==> config.mk <==
export PLATFORM = sky130hd
export DESIGN_NAME = key_schedule_flat
export DESIGN_NICKNAME = d
export VERILOG_FILES = /design/src/rtl/key_schedule_pkg.sv /design/src/rtl/key_schedule_if.sv /design/src/rtl/key_schedule_rot28.sv /design/src/rtl/key_schedule.sv /design/src/flat_wrapper.sv
export SDC_FILE = /design/constraint.sdc
export NUM_CORES = 1
export LEC_CHECK = 0
export ABC_AREA = 1
export CAP_MARGIN = 10
export CELL_PAD_IN_SITES_DETAIL_PLACEMENT = 0
export CELL_PAD_IN_SITES_GLOBAL_PLACEMENT = 2
export CORE_MARGIN = 3
export CORE_UTILIZATION = 26
export DETAILED_ROUTE_END_ITERATION = 7
export HOLD_SLACK_MARGIN = 0.06
export PLACE_DENSITY_LB_ADDON = 0.1
export SLEW_MARGIN = 20
export SYNTH_ARGS = -nofsm -noshare
export SYNTH_HDL_FRONTEND = slang
export SYNTH_SLANG_ARGS = --single-unit
==> constraint.sdc <==
create_clock -name clk -period 2.5 [get_ports clk]
set_input_delay 0.25 -clock clk [delete_from_list [all_inputs] [get_ports clk]]
set_output_delay 0.25 -clock clk [all_outputs]
set_load 0.05 [all_outputs]
==> src/rtl/key_schedule_pkg.sv <==
// Shared DES key-schedule constants and the fixed PC-1 / PC-2 permutations.
//   state_t  : FSM encoding (IDLE=0, RUN=1, DONE=2)
//   SHIFT    : per-round rotate amount, SHIFT[0] is round 1
//   perm_pc1 : 64-bit key -> 56-bit C||D, parity bits dropped
//   perm_pc2 : 56-bit C||D -> 48-bit round key
package key_schedule_pkg;

    typedef enum logic [1:0] {
        IDLE = 2'd0,
        RUN  = 2'd1,
        DONE = 2'd2
    } state_t;

    localparam logic [1:0] SHIFT [16] = '{
        2'd1, 2'd1, 2'd2, 2'd2, 2'd2, 2'd2, 2'd2, 2'd2,
        2'd1, 2'd2, 2'd2, 2'd2, 2'd2, 2'd2, 2'd2, 2'd1
    };

    // Tables use DES numbering: bit 1 is the MSB of the source word.
    localparam logic [7:0] PC1_TBL [56] = '{
        8'd57, 8'd49, 8'd41, 8'd33, 8'd25, 8'd17, 8'd9,  8'd1,
        8'd58, 8'd50, 8'd42, 8'd34, 8'd26, 8'd18, 8'd10, 8'd2,
        8'd59, 8'd51, 8'd43, 8'd35, 8'd27, 8'd19, 8'd11, 8'd3,
        8'd60, 8'd52, 8'd44, 8'd36,
        8'd63, 8'd55, 8'd47, 8'd39, 8'd31, 8'd23, 8'd15, 8'd7,
        8'd62, 8'd54, 8'd46, 8'd38, 8'd30, 8'd22, 8'd14, 8'd6,
        8'd61, 8'd53, 8'd45, 8'd37, 8'd29, 8'd21, 8'd13, 8'd5,
        8'd28, 8'd20, 8'd12, 8'd4
    };

    localparam logic [7:0] PC2_TBL [48] = '{
        8'd14, 8'd17, 8'd11, 8'd24, 8'd1,  8'd5,  8'd3,  8'd28,
        8'd15, 8'd6,  8'd21, 8'd10, 8'd23, 8'd19, 8'd12, 8'd4,
        8'd26, 8'd8,  8'd16, 8'd7,  8'd27, 8'd20, 8'd13, 8'd2,
        8'd41, 8'd52, 8'd31, 8'd37, 8'd47, 8'd55, 8'd30, 8'd40,
        8'd51, 8'd45, 8'd33, 8'd48, 8'd44, 8'd49, 8'd39, 8'd56,
        8'd34, 8'd53, 8'd46, 8'd42, 8'd50, 8'd36, 8'd29, 8'd32
    };

    function automatic logic [55:0] perm_pc1(input logic [63:0] kin);
        logic [55:0] o;
        o = '0;
        for (int i = 0; i < 56; i++)
            o[6'(55 - i)] = kin[6'(64 - int'(PC1_TBL[6'(i)]))];
        return o;
    endfunction

    function automatic logic [47:0] perm_pc2(input logic [55:0] cd);
        logic [47:0] o;
        o = '0;
        for (int i = 0; i < 48; i++)
            o[6'(47 - i)] = cd[6'(56 - int'(PC2_TBL[6'(i)]))];
        return o;
    endfunction

endpackage

==> src/rtl/key_schedule_if.sv <==
// Consumer <-> key-schedule bundle.
//   master : consumer side, drives req/dec/key/nxt, sees k/rnd/k_vld/busy/done
//   slave  : key_schedule side
interface key_schedule_if;
    logic        req;
    logic        dec;
    logic [63:0] key;
    logic        nxt;
    logic [47:0] k;
    logic [3:0]  rnd;
    logic        k_vld;
    logic        busy;
    logic        done;

    modport master (output req, dec, key, nxt,
                    input  k, rnd, k_vld, busy, done);
    modport slave  (input  req, dec, key, nxt,
                    output k, rnd, k_vld, busy, done);
endinterface

==> src/rtl/key_schedule_rot28.sv <==
// Combinational rotate of one 28-bit DES key half.
//   din_i  : half to rotate
//   dir_i  : 0 = left, 1 = right
//   amt_i  : 1 or 2 (anything other than 2 rotates by 1)
//   dout_o : rotated half
module key_rot28 (
    input  logic [27:0] din_i,
    input  logic        dir_i,
    input  logic [1:0]  amt_i,
    output logic [27:0] dout_o
);
    always_comb begin
        dout_o = din_i;
        case ({dir_i, amt_i == 2'd2})
            2'b00:   dout_o = {din_i[26:0], din_i[27]};
            2'b01:   dout_o = {din_i[25:0], din_i[27:26]};
            2'b10:   dout_o = {din_i[0],    din_i[27:1]};
            default: dout_o = {din_i[1:0],  din_i[27:2]};
        endcase
    end
endmodule

==> src/rtl/key_schedule.sv <==
// Iterative DES key schedule: serves the 16 round keys one per nxt strobe,
// K1..K16 for encrypt, K16..K1 for decrypt.
//   clk : clock
//   rst : asynchronous active-low reset
//   ks  : slave side of key_schedule_if (req/dec/key/nxt in, k/rnd/k_vld/busy/done out)
module key_schedule
    import key_schedule_pkg::*;
(
    input  logic          clk,
    input  logic          rst,
    key_schedule_if.slave ks
);
    state_t      state_q;
    logic [27:0] c_q, d_q;
    logic [3:0]  rnd_q;
    logic        dec_q;

    logic [55:0] pc1;
    logic [27:0] c_src, d_src, c_d, d_d;
    logic        rot_dir;
    logic [1:0]  rot_amt;

    assign pc1 = perm_pc1(ks.key);

    // One rotator pair serves both the load (rotl 1 of PC-1 for encrypt)
    // and the per-round step, selected by state.
    always_comb begin
        c_src   = c_q;
        d_src   = d_q;
        rot_dir = dec_q;
        rot_amt = dec_q ? SHIFT[4'd15 - rnd_q] : SHIFT[rnd_q + 4'd1];
        if (state_q == IDLE) begin
            c_src   = pc1[55:28];
            d_src   = pc1[27:0];
            rot_dir = 1'b0;
            rot_amt = 2'd1;
        end
    end

    key_rot28 u_rot_c (.din_i(c_src), .dir_i(rot_dir), .amt_i(rot_amt), .dout_o(c_d));
    key_rot28 u_rot_d (.din_i(d_src), .dir_i(rot_dir), .amt_i(rot_amt), .dout_o(d_d));

    always_ff @(posedge clk or negedge rst) begin
        if (!rst) begin
            state_q <= IDLE;
            c_q     <= '0;
            d_q     <= '0;
            rnd_q   <= '0;
            dec_q   <= 1'b0;
        end else begin
            case (state_q)
                IDLE: if (ks.req) begin
                    // Decrypt starts at K16, whose net rotation of 28 is identity.
                    c_q     <= ks.dec ? pc1[55:28] : c_d;
                    d_q     <= ks.dec ? pc1[27:0]  : d_d;
                    dec_q   <= ks.dec;
                    rnd_q   <= '0;
                    state_q <= RUN;
                end
                RUN: if (ks.nxt) begin
                    if (rnd_q == 4'd15) begin
                        state_q <= DONE;
                    end else begin
                        rnd_q <= rnd_q + 4'd1;
                        c_q   <= c_d;
                        d_q   <= d_d;
                    end
                end
                DONE:    state_q <= IDLE;
                default: state_q <= IDLE;
            endcase
        end
    end

    assign ks.k     = perm_pc2({c_q, d_q});
    assign ks.rnd   = rnd_q;
    assign ks.k_vld = (state_q == RUN);
    assign ks.busy  = (state_q == RUN);
    assign ks.done  = (state_q == DONE);
endmodule

==> src/flat_wrapper.sv <==
// flat-port wrapper written by rule: the top's interface ports become plain ports
module key_schedule_flat import key_schedule_pkg::*;
  (clk, rst, ks_req, ks_dec, ks_key, ks_nxt, ks_k, ks_rnd, ks_k_vld, ks_busy, ks_done);
  key_schedule_if ks_i ();
  input  logic clk;
  input  logic rst;
  input wire logic [$bits(ks_i.req)-1:0] ks_req;
  input wire logic [$bits(ks_i.dec)-1:0] ks_dec;
  input wire logic [$bits(ks_i.key)-1:0] ks_key;
  input wire logic [$bits(ks_i.nxt)-1:0] ks_nxt;
  output wire logic [$bits(ks_i.k)-1:0] ks_k;
  output wire logic [$bits(ks_i.rnd)-1:0] ks_rnd;
  output wire logic [$bits(ks_i.k_vld)-1:0] ks_k_vld;
  output wire logic [$bits(ks_i.busy)-1:0] ks_busy;
  output wire logic [$bits(ks_i.done)-1:0] ks_done;
  assign ks_i.req = ks_req;
  assign ks_i.dec = ks_dec;
  assign ks_i.key = ks_key;
  assign ks_i.nxt = ks_nxt;
  assign ks_k = ks_i.k;
  assign ks_rnd = ks_i.rnd;
  assign ks_k_vld = ks_i.k_vld;
  assign ks_busy = ks_i.busy;
  assign ks_done = ks_i.done;
  key_schedule u_core (.clk(clk), .rst(rst), .ks(ks_i));
endmodule
==> out/metrics.cfg, run 1 <==
[status]
status = finished, final reports clean

[worst_setup_path]
reg2reg_slack_ps = 350
r2r_cells = 12
worstSetupStartpointType = register
cp-end-kind = register
criticalPathCategory = register to register
critPathTopFamily = simple AND/OR/NAND/NOR gates
cp_max_fo = 43
critPathSlowestCell = dfrtp_1
worstPathArrival_ps = 2380
crit_path_frequent_cell = nand2_1
crit_path_max_incr_delay_ps = 440
crit_buf_inv = 2
required_ps = 2730
cp.depth = 12
crit_path_cell_trace = ha_1, nand2_1, nand2_1, nand2_1, nand2_1, nand3_2, buf_4, o21ai_0, inv_1, nand2_1, nand2_1, nand2_1

[finish]
nNetsFinal = 940
area_growth_pct = 12.12
drive_gt1_frac = 0.07683
diodes = 0
final_cells = 1137

[logic_synthesis]
syn_avg_cell_area_um2 = 6.073
synthTopCellsByArea = dfrtp_1, nand2_1, o21ai_0
synth_seq_cells = 63
synthTopCellsByCount = nand2_1, o21ai_0, inv_1
synth_edf_count = 0
synth_top_area_cell = dfrtp_1
yosysSeqAreaShare = 0.2984
postSynth.asyncResetShare = 1.000
yosysTopAreaCellShare = 0.2984
ys.flop_type = dfrtp_1
ys_warn_count = 0
netlist_area_um2 = 5284
synth.distinct_cells = 31
syn_inst = 870
yosys.cell_count.top_type = nand2_1

[sta]
holdWs_ps = 445.8
rsz0062_at_grt = no
setup_viol = 0
slew_headroom = 0.5815
fin_tns_setup_ps = 0
tightest_slew_ps = 622.9
fmax_mhz = 465.7
finalCritPeriodShare = 0.8589
timing.final.ws_setup_ps = 352.7
slew_viol_final = 0
fin_worst_skew_ps = 6.881
period_needed_ps = 2147
hold_viol = 0

[floorplanning]
num_rows = 51
ios = 124
die_h_um = 148.6
die_w_um = 148.6
fp.coreArea_um2 = 19720
dieArea_um2 = 22070
start_util = 0.2680

[run]
drv_cap = 0

[place]
dp_hpwl_mm = 10.18
io_buffer_count = 29
pre_cts_slack_ps = 381.8
placedCellCount = 1121
place_congestion = 0.8083

[pwr]
leakagePower_nw = 3.040
p_int_mw = 3.750
peakVddDrop_uv = 1070
pwr-share-clk = 0.134
share_seq_of_total_power = 0.201
p_sw_mw = 5.119
p_sw_frac = 0.5772
finalPower_mw = 8.870
power.density_nw_per_um2 = 1497
combPwrFrac = 0.666

[clock_network]
cts_buffer_depth = 2
cts.clk_slew.worst_paths_ps = 60
tritoncts = yes
cts.sinks = 63
htree_levels = 3
clock_latency_ps = 340
ctsResizeCount = 0
numCtsBuffers = 9
cts_root_buffer = clkbuf_16

[routing]
vias_per_cell = 4.639
ant_nets = 0
dr.pass1.iters = 5
via_count = 5274
post-route-drc-count = 0
drtIter0Drc = 351
avgRoutedWirePerCell_um = 15.43
wl_mm = 17.55

[global_route]
first_global_vias = 5178
grt-ovfl-total = 0
grt_pass1_wl_mm = 28.49
grt_use_total = 0.1615
grt_max_degree = 71
antenna_found_initial = 0

[hold_path]
min_path_type = input pin to async pin

[path summary, 6_finish.rpt]
kind | startpoint | end
worst max register to register | u_core.ks.rnd[0]$_DFFE_PN0P_ | u_core.c_q[19]$_DFFE_PN0P_
worst max-delay path | u_core.ks.rnd[0]$_DFFE_PN0P_ | u_core.c_q[19]$_DFFE_PN0P_
worst min register to register | u_core.c_q[3]$_DFFE_PN0P_ | u_core.c_q[3]$_DFFE_PN0P_
min in group clk | u_core.c_q[3]$_DFFE_PN0P_ | u_core.c_q[3]$_DFFE_PN0P_
max in group asynchronous | rst | u_core.c_q[8]$_DFFE_PN0P_
worst min-delay path | rst | u_core.d_q[7]$_DFFE_PN0P_
[metal layers]
metal / track usage / part of all wire / vias up
met3: 0.02529 / 0.037 / 23
met2: 0.2528 / 0.45 / 130
met1: 0.2290 / 0.50 / 2481
li1: - / - / 2640
met5: 0 / 0 / -
met4: 0.05035 / 0.016 / 0
[registers in the layout, summed over array words and instances (netlist names)]
name	flops
u_core.c_q	28
u_core.d_q	28
u_core.ks.rnd	4
u_core.state_q	2
u_core.dec_q	1
[power groups by stage]
stage	combinational [mW]	clock [mW]	sequential [mW]
floorplan	4.26	0	1.71
global placement	5.96	0	1.78
detailed placement	5.96	0	1.79
CTS	5.99	1.23	1.78
global route	6.64	1.28	1.84
finish	5.91	1.18	1.78
[layout make-up]
cell class                      instances  area (um2)
Fill cell                            2233       13790
Multi-Input combinational cell        659        2913
Sequential cell                        63        1577
Timing Repair Buffer                   48       518.0
Tap cell                              265       331.6
Inverter                               87       326.6
Clock buffer                           14       254.0
Clock inverter                          1       5.005
[cells by family after synthesis]
family	Yosys count	synth area share
DFF	63	0.2984
adders and majority gates	3	0.007105
and+or+nand+nor	490	0.3893
buffers and inverters	185	0.1767
other	1	0.0007097
AOI/OAI and AO/OA	128	0.1279
[metrics by stage]
step	utilization	instance area, um2
floorplan	-	5423
finish	0.3005	5924
global route	0.3005	5924
CTS	0.3005	5924
detailed placement	0.2868	5655
global placement	0.2868	5655
[placed cells by master (no fill, tap or decap), types with 2 or more instances in the layout]
| master | n |
|---|---|
| nand2_1 | 301 |
| o21ai_0 | 104 |
| inv_1 | 82 |
| nor2_1 | 81 |
| dfrtp_1 | 63 |
| nand3_1 | 56 |
| conb_1 | 38 |
| clkdlybuf4s50_1 | 28 |
| nor2_2 | 22 |
| nand4_1 | 21 |
| buf_4 | 11 |
| clkbuf_16 | 9 |
| a21oi_1 | 8 |
| buf_12 | 7 |
| inv_2 | 5 |
| o21ai_1 | 4 |
| a31oi_1 | 4 |
| clkbuf_1 | 4 |
| o21bai_1 | 3 |
| ha_1 | 3 |
| nor2_4 | 2 |
| nand2_2 | 2 |
| or2_2 | 2 |
[repair_timing]
action                    CTS  global route
hold endpoints to repair   15             0
hold buffers                1             0
setup buffers               0             0
Power figures use the tool's default switching activity.
==> inputs of run 2 (changes only) <==
--- a/config.mk
+++ b/config.mk
@@ -13,7 +13,8 @@
 export CORE_UTILIZATION = 26
 export DETAILED_ROUTE_END_ITERATION = 7
 export HOLD_SLACK_MARGIN = 0.06
-export PLACE_DENSITY_LB_ADDON = 0.1
+export PLACE_DENSITY = 0.82
+export SKIP_CTS_REPAIR_TIMING = 1
 export SLEW_MARGIN = 20
 export SYNTH_ARGS = -nofsm -noshare
 export SYNTH_HDL_FRONTEND = slang
==> run 2 against run 1 <==
Compared with the run above:
- cell count rose by 0.26%
- via count fell by 2.7%
- global-route usage down 1.5 points
- first-iteration DRC count is 11% higher
- critical endpoint is now u_core.d_q[1]$_DFFE_PN0P_
- sequential share of layout area shrank 0.12 points
- clock skew shrank 2.1 ps
- clock power increased by 7%
- clock-buffer cell count fell by 1
- register-to-register slack hardly changed
- worst hold slack improved by 20 ps
==> out/metrics.cfg, run 2 (synthesis results as in run 1) <==
[status]
status = finished, final reports clean  ; unchanged

[sta]
fin_tns_setup_ps = 0  ; unchanged
setup_viol = 0  ; unchanged
fmax_mhz = 465.9  ; was 465.7 MHz
slew_headroom = 0.5752  ; was 0.5815
tightest_slew_ps = 632.3  ; was 622.9 ps
rsz0062_at_grt = no  ; unchanged
slew_viol_final = 0  ; unchanged
fin_worst_skew_ps = 4.797  ; was 6.881 ps
hold_viol = 0  ; unchanged
period_needed_ps = 2146  ; was 2147 ps
finalCritPeriodShare = 0.8586  ; was 0.8589
timing.final.ws_setup_ps = 353.5  ; was 352.7 ps

[worst_setup_path]
worstPathArrival_ps = 2430  ; was 2380 ps
r2r_cells = 13  ; was 12
cp-end-kind = register  ; unchanged
worstSetupStartpointType = register  ; unchanged
cp_max_fo = 46  ; was 43
criticalPathCategory = register to register  ; unchanged
required_ps = 2780  ; was 2730 ps

[place]
place_congestion = 0.8095  ; was 0.8083
dp_hpwl_mm = 9.213  ; was 10.18 mm
placedCellCount = 1123  ; was 1,121
io_buffer_count = 29  ; unchanged
pre_cts_slack_ps = 372.9  ; was 381.8 ps

[global_route]
grt_pass1_wl_mm = 26.15  ; was 28.49 mm
first_global_vias = 4859  ; was 5,178
grt_max_degree = 64  ; was 71
antenna_found_initial = 0  ; unchanged
grt_use_total = 0.1462  ; was 0.1615
grt-ovfl-total = 0  ; unchanged

[routing]
dr.pass1.iters = 4  ; was 5
wl_mm = 15.62  ; was 17.55 mm
post-route-drc-count = 0  ; unchanged
via_count = 5131  ; was 5,274
vias_per_cell = 4.501  ; was 4.639
drtIter0Drc = 390  ; was 351
ant_nets = 0  ; unchanged
avgRoutedWirePerCell_um = 13.70  ; was 15.43 um

[floorplanning]
die_h_um = 148.6  ; unchanged
fp.coreArea_um2 = 19720  ; unchanged
ios = 124  ; unchanged
die_w_um = 148.6  ; unchanged
start_util = 0.2680  ; unchanged
dieArea_um2 = 22070  ; unchanged
num_rows = 51  ; unchanged

[finish]
diodes = 0  ; unchanged
area_growth_pct = 12.62  ; was 12.12%
drive_gt1_frac = 0.08457  ; was 0.07683
final_cell_mix = nand2_1, o21ai_0, inv_1  ; unchanged
nNetsFinal = 942  ; was 940
final_cells = 1140  ; was 1,137
final_common_cell = nand2_1  ; unchanged

[clock_network]
clock_latency_ps = 340  ; about the same
cts.clk_slew.worst_paths_ps = 60  ; about the same
numCtsBuffers = 9  ; unchanged
cts_root_buffer = clkbuf_16  ; unchanged
htree_levels = 3  ; unchanged
cts_buffer_depth = 2  ; unchanged
cts.sinks = 63  ; unchanged
tritoncts = yes  ; unchanged

[pwr]
peakVddDrop_uv = 1237  ; was 1070 uV
leakagePower_nw = 3.064  ; was 3.040 nW
power.density_nw_per_um2 = 1474  ; was 1497 nW/um2

[run]
drv_cap = 0  ; unchanged

[hold_path]
min_path_type = input pin to async pin  ; unchanged

[run 2: changes by cell type in the layout (fill, tap and decap cells not counted), sizes merged]
cell    delta
clkinv     +2
clkbuf     -1
buf        +2
[run 2: metal layers]
metal  up-vias  track usage  routed length, um
li1       2646            -                  -
met1      2368       0.2027               7871
met2       104       0.2278               6902
met3        13      0.03595                676
met4         0      0.03880                165
met5         -            0                  0
[run 2: metrics by stage]
step / power (mW) / utilization / area (um2) / hold WS (ps)
final: 8.772 / 0.3018 / 5951 / 466.3
after global routing: 9.639 / 0.3018 / 5951 / 508.6
after CTS: 8.864 / 0.3013 / 5941 / -51.72
after detailed placement: 7.553 / 0.2863 / 5645 / 319.1
after global placement: 7.564 / 0.2863 / 5645 / 328.0
after floorplan: 5.976 / - / 5423 / -45.59
[run 2: where the power goes]
| part | internal [mW] | switching (mW) |
|---|---|---|
| clock network | 0.774 | 0.485 |
| logic | 1.70 | 4.02 |
| registers | 1.37 | 0.425 |
| total | 3.84 | 4.93 |
[run 2: final cells by class]
| class | count | area, um2 |
|---|---|---|
| clock buffers | 13 | 280.3 |
| clock inverters | 3 | 15.01 |
| fillers | 2242 | 13770 |
| inverters | 87 | 326.6 |
| multi-input cells | 659 | 2913 |
| flip-flops and latches | 63 | 1577 |
| well taps | 265 | 331.6 |
| repair buffers | 50 | 508.0 |
[run 2: final timing paths]
kind / startpoint / endpoint / slack (ps)
min in group clk: u_core.c_q[3]$_DFFE_PN0P_ / u_core.c_q[3]$_DFFE_PN0P_ / 470
hold / removal: rst / u_core.c_q[16]$_DFFE_PN0P_ / 470
hold reg to reg: u_core.c_q[3]$_DFFE_PN0P_ / u_core.c_q[3]$_DFFE_PN0P_ / 470
setup reg to reg: u_core.ks.rnd[0]$_DFFE_PN0P_ / u_core.d_q[1]$_DFFE_PN0P_ / 350
max in group asynchronous: rst / u_core.ks.rnd[0]$_DFFE_PN0P_ / 1720
setup / recovery: u_core.ks.rnd[0]$_DFFE_PN0P_ / u_core.d_q[1]$_DFFE_PN0P_ / 350
[run 2: worst max-delay path, cell delays in order, from the launching register on]
cell and delay, ps:
dfrtp_1 440, ha_1 240, nand2_1 150, nand2_1 100
nand2_1 80, nand2_1 90, nand3_2 180, nand2_2 90
inv_2 70, buf_12 230, nand3_1 190, nand2_1 110
nand2_1 50, nand2_1 50
==> inputs of run 3 (changes only) <==
--- a/config.mk
+++ b/config.mk
@@ -11,6 +11,7 @@
 export CELL_PAD_IN_SITES_GLOBAL_PLACEMENT = 2
 export CORE_MARGIN = 3
 export CORE_UTILIZATION = 26
+export CTS_CLUSTER_SIZE = 14
 export DETAILED_ROUTE_END_ITERATION = 7
 export HOLD_SLACK_MARGIN = 0.06
 export PLACE_DENSITY = 0.82
==> results of run 3 <==
No change in the layout: final DEF, timing and power equal those of run 2.
